`src/rtl/cim_pkg.sv`:
```
// Layer-dimension constants and shared types for the CNN pipeline blocks.
package cim_pkg;

    localparam int DATATYPE_SIZE  = 2;
    localparam int INPUT_CHANNELS = 5;
    localparam int OUT_WIDTH      = 12;
    localparam int FRAME_SIZE     = INPUT_CHANNELS * OUT_WIDTH * OUT_WIDTH;

    typedef enum logic [1:0] {
        IDLE   = 2'd0,
        SERIAL = 2'd1,
        START  = 2'd2
    } state_t;

    // Counter width that stays at least one bit for degenerate sizes of 1.
    function automatic int clog2_min1(input int value);
        return (value <= 1) ? 1 : $clog2(value);
    endfunction

endpackage

```
`src/rtl/pool_fc_flatten.sv`:
```
// Serialises pooled pixel vectors into the fc input buffer in channel-major
// order and pulses the fc start once a full frame has been written.
module pool_fc_flatten
    import cim_pkg::*;
#(
    parameter int datatype_size  = DATATYPE_SIZE,
    parameter int input_channels = INPUT_CHANNELS,
    parameter int out_width      = OUT_WIDTH,
    parameter int frame_size     = input_channels * out_width * out_width,
    parameter int addr_width     = clog2_min1(frame_size)
) (
    input  logic                                          clk,
    input  logic                                          rst,
    input  logic                                          i_valid,
    input  logic [input_channels-1:0][datatype_size-1:0]  i_data,
    output logic                                          o_busy,
    output logic                                          o_ibuf_we,
    output logic [datatype_size-1:0]                      o_ibuf_wr_data,
    output logic [addr_width-1:0]                         o_ibuf_addr,
    input  logic                                          i_fc_busy,
    output logic                                          o_start
);

    localparam int pixels = out_width * out_width;
    localparam int ch_w   = clog2_min1(input_channels);
    localparam int pix_w  = clog2_min1(pixels);

    localparam logic [ch_w-1:0]       ch_last  = ch_w'(input_channels - 1);
    localparam logic [pix_w-1:0]      pix_last = pix_w'(pixels - 1);
    localparam logic [addr_width-1:0] stride   = addr_width'(pixels);

    state_t                                      state_reg;
    logic [ch_w-1:0]                             ch_reg;
    logic [pix_w-1:0]                            pix_reg;
    logic [input_channels-1:0][datatype_size-1:0] vec_reg;
    logic [ch_w-1:0]                             ch_next;

    assign ch_next = ch_reg + ch_w'(1);

    always_ff @(posedge clk) begin
        if (rst) begin
            state_reg      <= IDLE;
            ch_reg         <= '0;
            pix_reg        <= '0;
            vec_reg        <= '0;
            o_busy         <= 1'b0;
            o_ibuf_we      <= 1'b0;
            o_ibuf_wr_data <= '0;
            o_ibuf_addr    <= '0;
            o_start        <= 1'b0;
        end else begin
            case (state_reg)
                IDLE: begin
                    o_start <= 1'b0;
                    if (i_valid) begin
                        // Word 0 goes out on the very next cycle straight from i_data.
                        vec_reg        <= i_data;
                        ch_reg         <= '0;
                        state_reg      <= SERIAL;
                        o_busy         <= 1'b1;
                        o_ibuf_we      <= 1'b1;
                        o_ibuf_wr_data <= i_data[0];
                        o_ibuf_addr    <= addr_width'(pix_reg);
                    end
                end

                SERIAL: begin
                    if (ch_reg == ch_last) begin
                        o_ibuf_we      <= 1'b0;
                        o_ibuf_wr_data <= '0;
                        o_ibuf_addr    <= '0;
                        if (pix_reg == pix_last) begin
                            pix_reg   <= '0;
                            state_reg <= START;
                            o_busy    <= 1'b1;
                            o_start   <= ~i_fc_busy;
                        end else begin
                            pix_reg   <= pix_reg + pix_w'(1);
                            state_reg <= IDLE;
                            o_busy    <= 1'b0;
                        end
                    end else begin
                        ch_reg         <= ch_next;
                        o_ibuf_wr_data <= vec_reg[ch_next];
                        o_ibuf_addr    <= o_ibuf_addr + stride;
                    end
                end

                START: begin
                    // o_start high means the pulse is already on the wire this cycle.
                    if (o_start) begin
                        o_start   <= 1'b0;
                        o_busy    <= 1'b0;
                        state_reg <= IDLE;
                    end else begin
                        o_start <= ~i_fc_busy;
                    end
                end

                default: begin
                    state_reg <= IDLE;
                    o_busy    <= 1'b0;
                    o_ibuf_we <= 1'b0;
                    o_start   <= 1'b0;
                end
            endcase
        end
    end

endmodule

```
`config.mk`:
```
export PLATFORM = sky130hd
export DESIGN_NAME = pool_fc_flatten
export DESIGN_NICKNAME = d
export VERILOG_FILES = /design/src/rtl/cim_pkg.sv /design/src/rtl/pool_fc_flatten.sv
export SDC_FILE = /design/constraint.sdc
export NUM_CORES = 1
export LEC_CHECK = 0
export CORE_MARGIN = 2
export CORE_UTILIZATION = 35
export DETAILED_ROUTE_END_ITERATION = 8
export GPL_TIMING_DRIVEN = 0
export PLACE_DENSITY = 0.56
export SYNTH_ARGS = -nofsm -noshare
export SYNTH_HDL_FRONTEND = slang
export SYNTH_SLANG_ARGS = --single-unit
```
`constraint.sdc`:
```
create_clock -name clk -period 1.9 [get_ports clk]
set_clock_uncertainty 0.05 [all_clocks]
set_input_delay 0.285 -clock clk [delete_from_list [all_inputs] [get_ports clk]]
set_output_delay 0.285 -clock clk [all_outputs]
set_load 0.005 [all_outputs]
```
==> reports/results.ini <==
[die]
core_region_area_mm2=0.005140
rows=26
die_area_mm2=0.005949
io_pins=29
die_h_um=77.13
initial_core_util_pct=36.42
die_w_um=77.13

[place]
place.gp.congestion=0.7604
dp_hpwl_um=3138
place_area_mm2=0.002240
io_buffers=28
dp.cells=310

[synth]
synth_top_cells_by_area=dfxtp_1 41%, a21oi_1 5.9%, nand2_1 5.6%, ha_1 4.7%, a22o_1 3.3%
synth_seq_area_share_pct=40.64
async_flop_share_pct=0
yosysTopAreaCell=dfxtp_1
ys_warn_count=0
netlist_instances=212
synth_top_area_share_pct=40.64
avgSynthCellArea_um2=8.829
synth_area_mm2=0.001872
synth.distinct_cells=48
syn-num-nets=233
synth_edf_count=0
ys_ff_latch=38
ys.flop_type=dfxtp_1

[cts]
post-cts-setup-buffers=0
clk_pin_slew_ns=0.07
htree_levels=2
post_cts_hold_buffer_count=0
cts_tree=yes
cts-buffers-inserted=5
cts.path.max_buffers=2
worstSkewPairLatency_ns=0.29
cts.sinks=38
cts_root_buffer=clkbuf_8

[outcome]
status=complete, no violations

[detailed_routing]
via_per_inst=5.082
ant_nets=0
firstDrtPassIters=4
avgRoutedWirePerCell_um=13.72
met2WireLength_um=1858
highest_layer=met4
met3_length_um=208
drt_wl_total_um=4364
drt_iter0_drc=49
route.layer.met1.wl_um=2246
drc_errors=0
vias=1616

[critical_path]
slowest_stage=clkdlybuf4s50_1
crit_path_end_kind=register
start_kind=primary input
critical_path_required_ns=2.01
crit_chain=clkdlybuf4s50_1, clkbuf_1, clkbuf_1, nor2_1
arrival_ns=1.95
critPathMaxFanout=10
crit_path_frequent_cell=clkbuf_1
crit_path_max_incr_delay_ns=0.57
path_class=primary input to register

[finish]
syn_to_final_growth_pct=26.74
nets=268
final_cell_count_no_fill=318
final_cell_mix=37 x dfxtp_1, 28 x nand2_1, 28 x clkdlybuf4s50_1, 21 x a21oi_1, 15 x nor2_1
fin_area_mm2=0.002372
antenna_cells=0
layout-drive-gt1-share_pct=13.71
layout.cells.most_common=dfxtp_1

[flow_run]
cap_violations=0

[timing]
rsz0062_at_grt=no
hold_viol=0
slew_headroom_pct=58.96
finalCritPeriodShare_pct=96.90
tightest_slew_ns=0.6156
fin_tns_setup_ns=0
fin_crit_ns=1.841
clock.fmax_ghz=0.5432
setup_viol=0
maxSlewViolCount=0

[global_routing]
grt_max_degree=12
antenna_found_initial=0
grt-ovfl-total=0
grt_pass1_wl_um=7410
grt_pass1_vias=1530
grt_use_total_pct=15.45

[power]
ir_drop_mv=0.3285
p_leak_nw=0.8639
power_mw=1.846
p_per_area_mw_per_mm2=778.2

[worst_hold_path]
hp-class=register to register

[cell usage after synthesis (3+ instances only)]
cell and n:
ha_1 7, o21ai_0 3, nand3_1 4, nor2b_1 3, nor2_1 15, buf_2 3, nor3_1 7, or3_1 3
dfxtp_1 38, clkbuf_1 4, and3_1 3, mux2i_1 5, nand2b_1 4, xnor2_1 4, xor2_1 3, a21oi_1 22
nand2_1 28, inv_1 8, o21ai_1 3, a22o_1 7
[worst max-delay path: cells and delay by family]
| family | cells | cell delay (ns) |
|---|---|---|
| buf+inv | 3 | 1.56 |
| simple gates | 1 | 0.10 |
[repair_timing]
item,CTS,global route
pin swaps,0,0
cloned,0,0
setup endpoints to repair,10,21
gates resized for setup,2,8
[layout make-up]
| class | count | area (um2) |
|---|---|---|
| fill | 561 | 2768 |
| clock buffer | 7 | 86.33 |
| multi-input combinational | 155 | 1067 |
| clock inverter | 1 | 5.005 |
| tap | 70 | 87.58 |
| buffer | 9 | 46.29 |
| sequential | 38 | 762.0 |
| inverter | 10 | 37.54 |
| timing repair buffer | 28 | 280.3 |
[logic make-up (layout without fill, tap and decap cells)]
kind of cell / count (synthesis) / after routing / share of synthesized area (%)
AOI/OAI and AO/OA: 55 / 55 / 20.46
xor gates and xnor gates: 7 / 7 / 3.275
adders and majority gates: 7 / 7 / 4.679
buffers and inverters: 19 / 55 / 4.411
DFF: 38 / 38 / 40.64
muxes: 7 / 7 / 4.479
and+or+nand+nor: 79 / 79 / 22.06
[per-layer routing]
layer | track usage [%] | vias up
li1 | - | 828
met1 | 22.49 | 741
met2 | 22.70 | 42
met3 | 3.294 | 5
met4 | 4.821 | 0
met5 | 0 | -
[through the flow]
step,setup WS (ns),hold slack [ns],utilization (%)
detailed placement,-0.1517,0.3957,43.57
CTS,0.0006746,0.4061,45.57
finish,0.05889,0.4059,46.15
floorplan,0.2411,0.3710,-
global route,0.0001723,0.4283,46.15
global placement,-0.2035,0.3903,43.57
[worst paths after layout]
check	from	to	slack, ns	cells after the start
min	vec_reg[8]$_SDFFE_PP0P_	vec_reg[8]$_SDFFE_PP0P_	0.41	2
min reg2reg	vec_reg[8]$_SDFFE_PP0P_	vec_reg[8]$_SDFFE_PP0P_	0.41	2
max	rst	o_ibuf_addr[7]$_SDFFE_PP0P_	0.06	4
max reg2reg	ch_reg[0]$_SDFFE_PP0P_	state_reg[0]$_SDFFE_PP0P_	0.16	7
[report_power, final]
part	switching [mW]	internal (mW)	total [mW]	leakage [nW]
Combinational	0.219	0.179	0.398	0.506
Clock	0.279	0.293	0.572	0.0482
Sequential	0.0358	0.840	0.876	0.310
(Power assumes the default switching activity.)
==> RTL change 1 (same settings) <==
Put one more register stage on the output `o_ibuf_addr`, cleared by the reset. The value now appears one clock later. The other outputs are not delayed to match.
--- a/src/rtl/pool_fc_flatten.sv
+++ b/src/rtl/pool_fc_flatten.sv
@@ -31,2 +31,4 @@
 
+    logic [addr_width-1:0] o_ibuf_addr_s0;
+
     state_t                                      state_reg;
@@ -48,3 +50,3 @@
             o_ibuf_wr_data <= '0;
-            o_ibuf_addr    <= '0;
+            o_ibuf_addr_s0 <= '0;
             o_start        <= 1'b0;
@@ -62,3 +64,3 @@
                         o_ibuf_wr_data <= i_data[0];
-                        o_ibuf_addr    <= addr_width'(pix_reg);
+                        o_ibuf_addr_s0 <= addr_width'(pix_reg);
                     end
@@ -70,3 +72,3 @@
                         o_ibuf_wr_data <= '0;
-                        o_ibuf_addr    <= '0;
+                        o_ibuf_addr_s0 <= '0;
                         if (pix_reg == pix_last) begin
@@ -84,3 +86,3 @@
                         o_ibuf_wr_data <= vec_reg[ch_next];
-                        o_ibuf_addr    <= o_ibuf_addr + stride;
+                        o_ibuf_addr_s0 <= o_ibuf_addr_s0 + stride;
                     end
@@ -109,2 +111,10 @@
 
+    always_ff @(posedge clk) begin
+        if (rst) begin
+            o_ibuf_addr <= '0;
+        end else begin
+            o_ibuf_addr <= o_ibuf_addr_s0;
+        end
+    end
+
 endmodule
Formal check against the unedited RTL: not equivalent (a bounded check fails within 4 cycles, from zero or initial values and one cycle with rst high).
==> RTL change 1 against the original RTL <==
- sequential cell count is 10 higher
- critical endpoint is now o_ibuf_wr_data[0]
- die area is 12% higher
- worst setup slack better by 34 ps
- sequential share of layout area increased by 4.6 points
- routed wire length is 2.8% higher
- power rose by 23%
- count of clock-buffer cells in the layout fell by 1
- area after synthesis is 13% higher
- hold slack worse by 140 ps
- cell area is 11% higher
==> RTL change 1: results (changes against the original RTL) <==
| Metric | Value |
|---|---|
| Vias per cell | 4.96 (was 5.08) |
| Largest cells by area after synthesis | dfxtp_1, nand2_1, a21oi_1 (was dfxtp_1, a21oi_1, nand2_1) |
| WL/cell | 13.2 um (was 13.7 um) |
| Worst hold path class | primary input to register (was register to register) |
| Status | completed (unchanged) |
| R2R setup slack | 90 ps (was 160 ps) |
| Xor/xnor cell area share of the yosys netlist | 3.32% (was 3.28%) |
| Crit-path leading delay family | compound AO/OA/AOI/OAI gates (was buffers and inverters) |
| Cells after DPL | 333 (was 310) |
| Pre-CTS setup slack | -98.7 ps (was -152 ps) |
| GR Util All Layers | 14.7% (was 15.5%) |
| FF-to-FF Start | state_reg[1] (was ch_reg[0]) |
| Share of layout cells above drive strength 1 | 10.9% (was 13.7%) |
| Synthesized-area fraction occupied by adder cells | 4.15% (was 4.68%) |
| Synthesized Nets | 253 (was 233) |
| # port buffers | 26 (was 28) |
| Synth Area in Compound Gates | 18.3% (was 20.5%) |
| Worst path max stage delay | 340 ps (was 570 ps) |
| Half-perimeter wire length after placement | 3.24 mm (was 3.14 mm) |
| Initial DRC Count | 91 (was 49) |
| Hold Path End | o_ibuf_addr[7] (was vec_reg[8]) |
| Leak Pwr | 0.926 nW (was 0.864 nW) |
| Post-synthesis sequential area ratio | 45.5% (was 40.6%) |
| R2R depth | 8 (was 7) |
| Fill cells | 594 (was 561) |
| Synth top cells by count | dfxtp_1, nand2_1, a21oi_1 (unchanged) |
| Worst-path clk slew | 90 ps (was 70 ps) |
| Fin nets | 286 (was 268) |
| Mapped Cells | 232 (was 212) |
| RePlAce Congestion | 0.748 (was 0.760) |
| R2r endpoint | o_ibuf_wr_data[0] (was state_reg[0]) |
| Vias in the first global route | 1552 (was 1530) |
| Area after DPL | 2460 sq um (was 2240 sq um) |
==> RTL change 1: cell count changes after synthesis, moves of 5 or more <==
cell and delta:
dfxtp_1 +10, a22o_1 -7, nor2b_1 +7, nand2_1 +5, nor2_1 +5, nor3_1 -5
==> RTL change 1: final cells by class <==
type                       instances  area, sq um  area share (%)
buffer                            12         58.8            2.24
clock buffer                       6         82.6            3.14
clock inverter                     2         38.8            1.48
inverter                           9         33.8            1.29
multi-input combinational        163         1090            41.7
sequential                        48          965            36.7
tap                               75         93.8            3.57
timing repair buffer              26          260            9.90
==> RTL change 1: kinds of logic after synthesis <==
family / Yosys count
simple gates: 87
compound gates: 55
flops: 48
buf+inv: 21
xor+xnor: 8
fa+ha+maj: 7
mux: 6
==> RTL change 1: repair_timing <==
item | 4_1_cts | 5_1_grt
endpoints found under the setup margin | 8 | 5
pin swaps | 0 | 1
gates resized for setup | 2 | 7
==> RTL change 1: power by group <==
part           internal (W)  leakage, nW  switching, W  total (W)
combinational      0.000182        0.474      0.000221   0.000403
sequential          0.00105        0.391     0.0000357    0.00109
clock              0.000431       0.0614      0.000343   0.000774
==> RTL change 1: worst max path at each step <==
stage | start | end
after floorplan | ch_reg[0] | ch_reg[2]
after global placement | state_reg[0] | ch_reg[2]
after detailed placement | state_reg[0] | ch_reg[2]
after CTS | ch_reg[0] | o_ibuf_wr_data[0]
after global routing | state_reg[1] | o_ibuf_wr_data[0]
final | state_reg[1] | o_ibuf_wr_data[0]
==> RTL change 1: layer usage <==
| layer | track usage (%) | part of all wire, % |
|---|---|---|
| met1 | 21.0 | 53 |
| met2 | 21.3 | 42 |
| met3 | 3.30 | 3.5 |
| met4 | 6.00 | 1.7 |
| met5 | 0 | 0 |
==> RTL change 2 (config.mk and constraints unchanged) <==
Made on the original files. `OUT_WIDTH`: 12 -> 10.
--- a/src/rtl/cim_pkg.sv
+++ b/src/rtl/cim_pkg.sv
@@ -5,3 +5,3 @@
     localparam int INPUT_CHANNELS = 5;
-    localparam int OUT_WIDTH      = 12;
+    localparam int OUT_WIDTH      = 10;
     localparam int FRAME_SIZE     = INPUT_CHANNELS * OUT_WIDTH * OUT_WIDTH;
Ports: changed (resized o_ibuf_addr); port bits go from 29 to 28. No check against the original RTL was run, so the function may have changed too.
==> RTL change 2 against the original RTL <==
- first-iteration DRC count is 6.1% lower
- worst setup slack better by 73 ps
- sequential cell count is 2 lower
- largest cell class unchanged
- area after synthesis is 1.7% lower
- routed wire length fell by 5.2%
- cell area shrank 3.4%
- power down 3.7%
- critical path type is now register to register
- non-clock buffer count stayed put
- highest routed layer unchanged
==> RTL change 2: results (changes against the original RTL) <==
| Metric | Value |
|---|---|
| Status | completed (unchanged) |
| Slowest CP cell | dfxtp_4 (was clkdlybuf4s50_1) |
| RePlAce Congestion | 0.801 (was 0.760) |
| Area after DPL | 2200 sq um (was 2240 sq um) |
| Share of layout cells above drive strength 1 | 9.92% (was 13.7%) |
| GR Util All Layers | 15.1% (was 15.5%) |
| Post-synthesis sequential area ratio | 39.2% (was 40.6%) |
| Largest net degree at the start of global routing | 11 (was 12) |
| Worst path max stage delay | 390 ps (was 570 ps) |
| Fin nets | 273 (was 268) |
| VDD IR max | 495 uV (was 328 uV) |
| Max-slew headroom | 63.9% (was 59.0%) |
| Worst EP arrival | 1900 ps (was 1950 ps) |
| Vias in the first global route | 1520 (was 1530) |
| Yosys cell types | 47 (was 48) |
| Via count | 1611 (was 1616) |
| # port buffers | 27 (was 28) |
| Final wirelength | 4.14 mm (was 4.36 mm) |
| Largest cells by area after synthesis | dfxtp_1, nand2_1, a21oi_1 (was dfxtp_1, a21oi_1, nand2_1) |
| CTS max path bufs | 2 (unchanged) |
| Post-CTS setup repair buffer count | 0 (unchanged) |
| Critical path class | register to register (was primary input to register) |
| Hold path start | vec_reg[8] (unchanged) |
| CP Max Fanout | 9 (was 10) |
| Half-perimeter wire length after placement | 3.07 mm (was 3.14 mm) |
| H-tree depth | 2 (unchanged) |
| Worst hold path class | register to register (unchanged) |
| Initial DRC Count | 46 (was 49) |
| Mapped Cells | 219 (was 212) |
| Antenna diodes | 0 (unchanged) |
| Synthesized Nets | 240 (was 233) |
| DR pass1 iterations | 4 (unchanged) |
| Ys flop type | dfxtp_1 (unchanged) |
| CTS buffer count | 5 (unchanged) |
| Synth top cells by count | dfxtp_1, nand2_1, a21oi_1 (unchanged) |
| Leak Pwr | 0.829 nW (was 0.864 nW) |
| Fin area | 2290 sq um (was 2370 sq um) |
| Crit-path leading delay family | compound AO/OA/AOI/OAI gates (was buffers and inverters) |
| First-pass GRT wire length | 7.13 mm (was 7.41 mm) |
## RTL change 2: worst register-to-register path, cell delays in order (launching register included)
cell and delay [ps]:
dfxtp_4 390, inv_1 70, ha_1 270, a21bo_2 230, buf_2 180, nor2_4 190
nor2_1 60, a311oi_1 230
## RTL change 2: timing repair
| item | CTS | global route |
|---|---|---|
| pin swaps | 0 | 1 |
| endpoints found under the setup margin | 10 | 10 |
| resized for setup | 3 | 4 |
## RTL change 2: worst paths after layout
path / cells after the start / slack, ps / to
max: 7 / 130 / ch_reg[0]
min: 2 / 410 / vec_reg[8]
max reg2reg: 7 / 130 / ch_reg[0]
min reg2reg: 2 / 410 / vec_reg[8]
## RTL change 2: where the power goes
group          internal [W]  switching, W
Clock              0.000249      0.000261
Combinational      0.000197      0.000229
Sequential         0.000802     0.0000395
Total               0.00125      0.000530
## RTL change 2: kinds of logic after synthesis
group	count (synthesis)	synth area share (%)
xor gates and xnor gates	9	4.28
DFF	36	39.2
muxes	7	4.55
AOI/OAI and AO/OA	48	18.2
and+or+nand+nor	91	24.4
buffers and inverters	21	4.69
adders and majority gates	7	4.76
## RTL change 2: final cells by class
type,count,area (sq um)
Timing Repair Buffer,27,270
Clock inverter,1,5.00
Buffer,10,46.3
Sequential cell,36,724
Tap cell,70,87.6
Inverter,10,37.5
Clock buffer,6,72.6
Fill cell,535,2780
Multi-Input combinational cell,162,1050
## RTL change 2: stage by stage
stage               utilization (%)  setup WS (ps)  total power [W]  hold WS, ps  cells
CTS                            45.0           50.7          0.00180          406    323
floorplan                         -            198          0.00113          371    219
global route                   45.1           3.13          0.00189          427    322
detailed placement             43.3           -130          0.00128          396    316
global placement               43.3           -140          0.00127          392    316
finish                         45.1            132          0.00178          406    322
## RTL change 2: layer usage
layer  share of wire, %  track usage, %
met1                 49            19.4
met2                 46            24.2
met3                3.9            3.79
met4                1.3            5.82
met5                  0               0
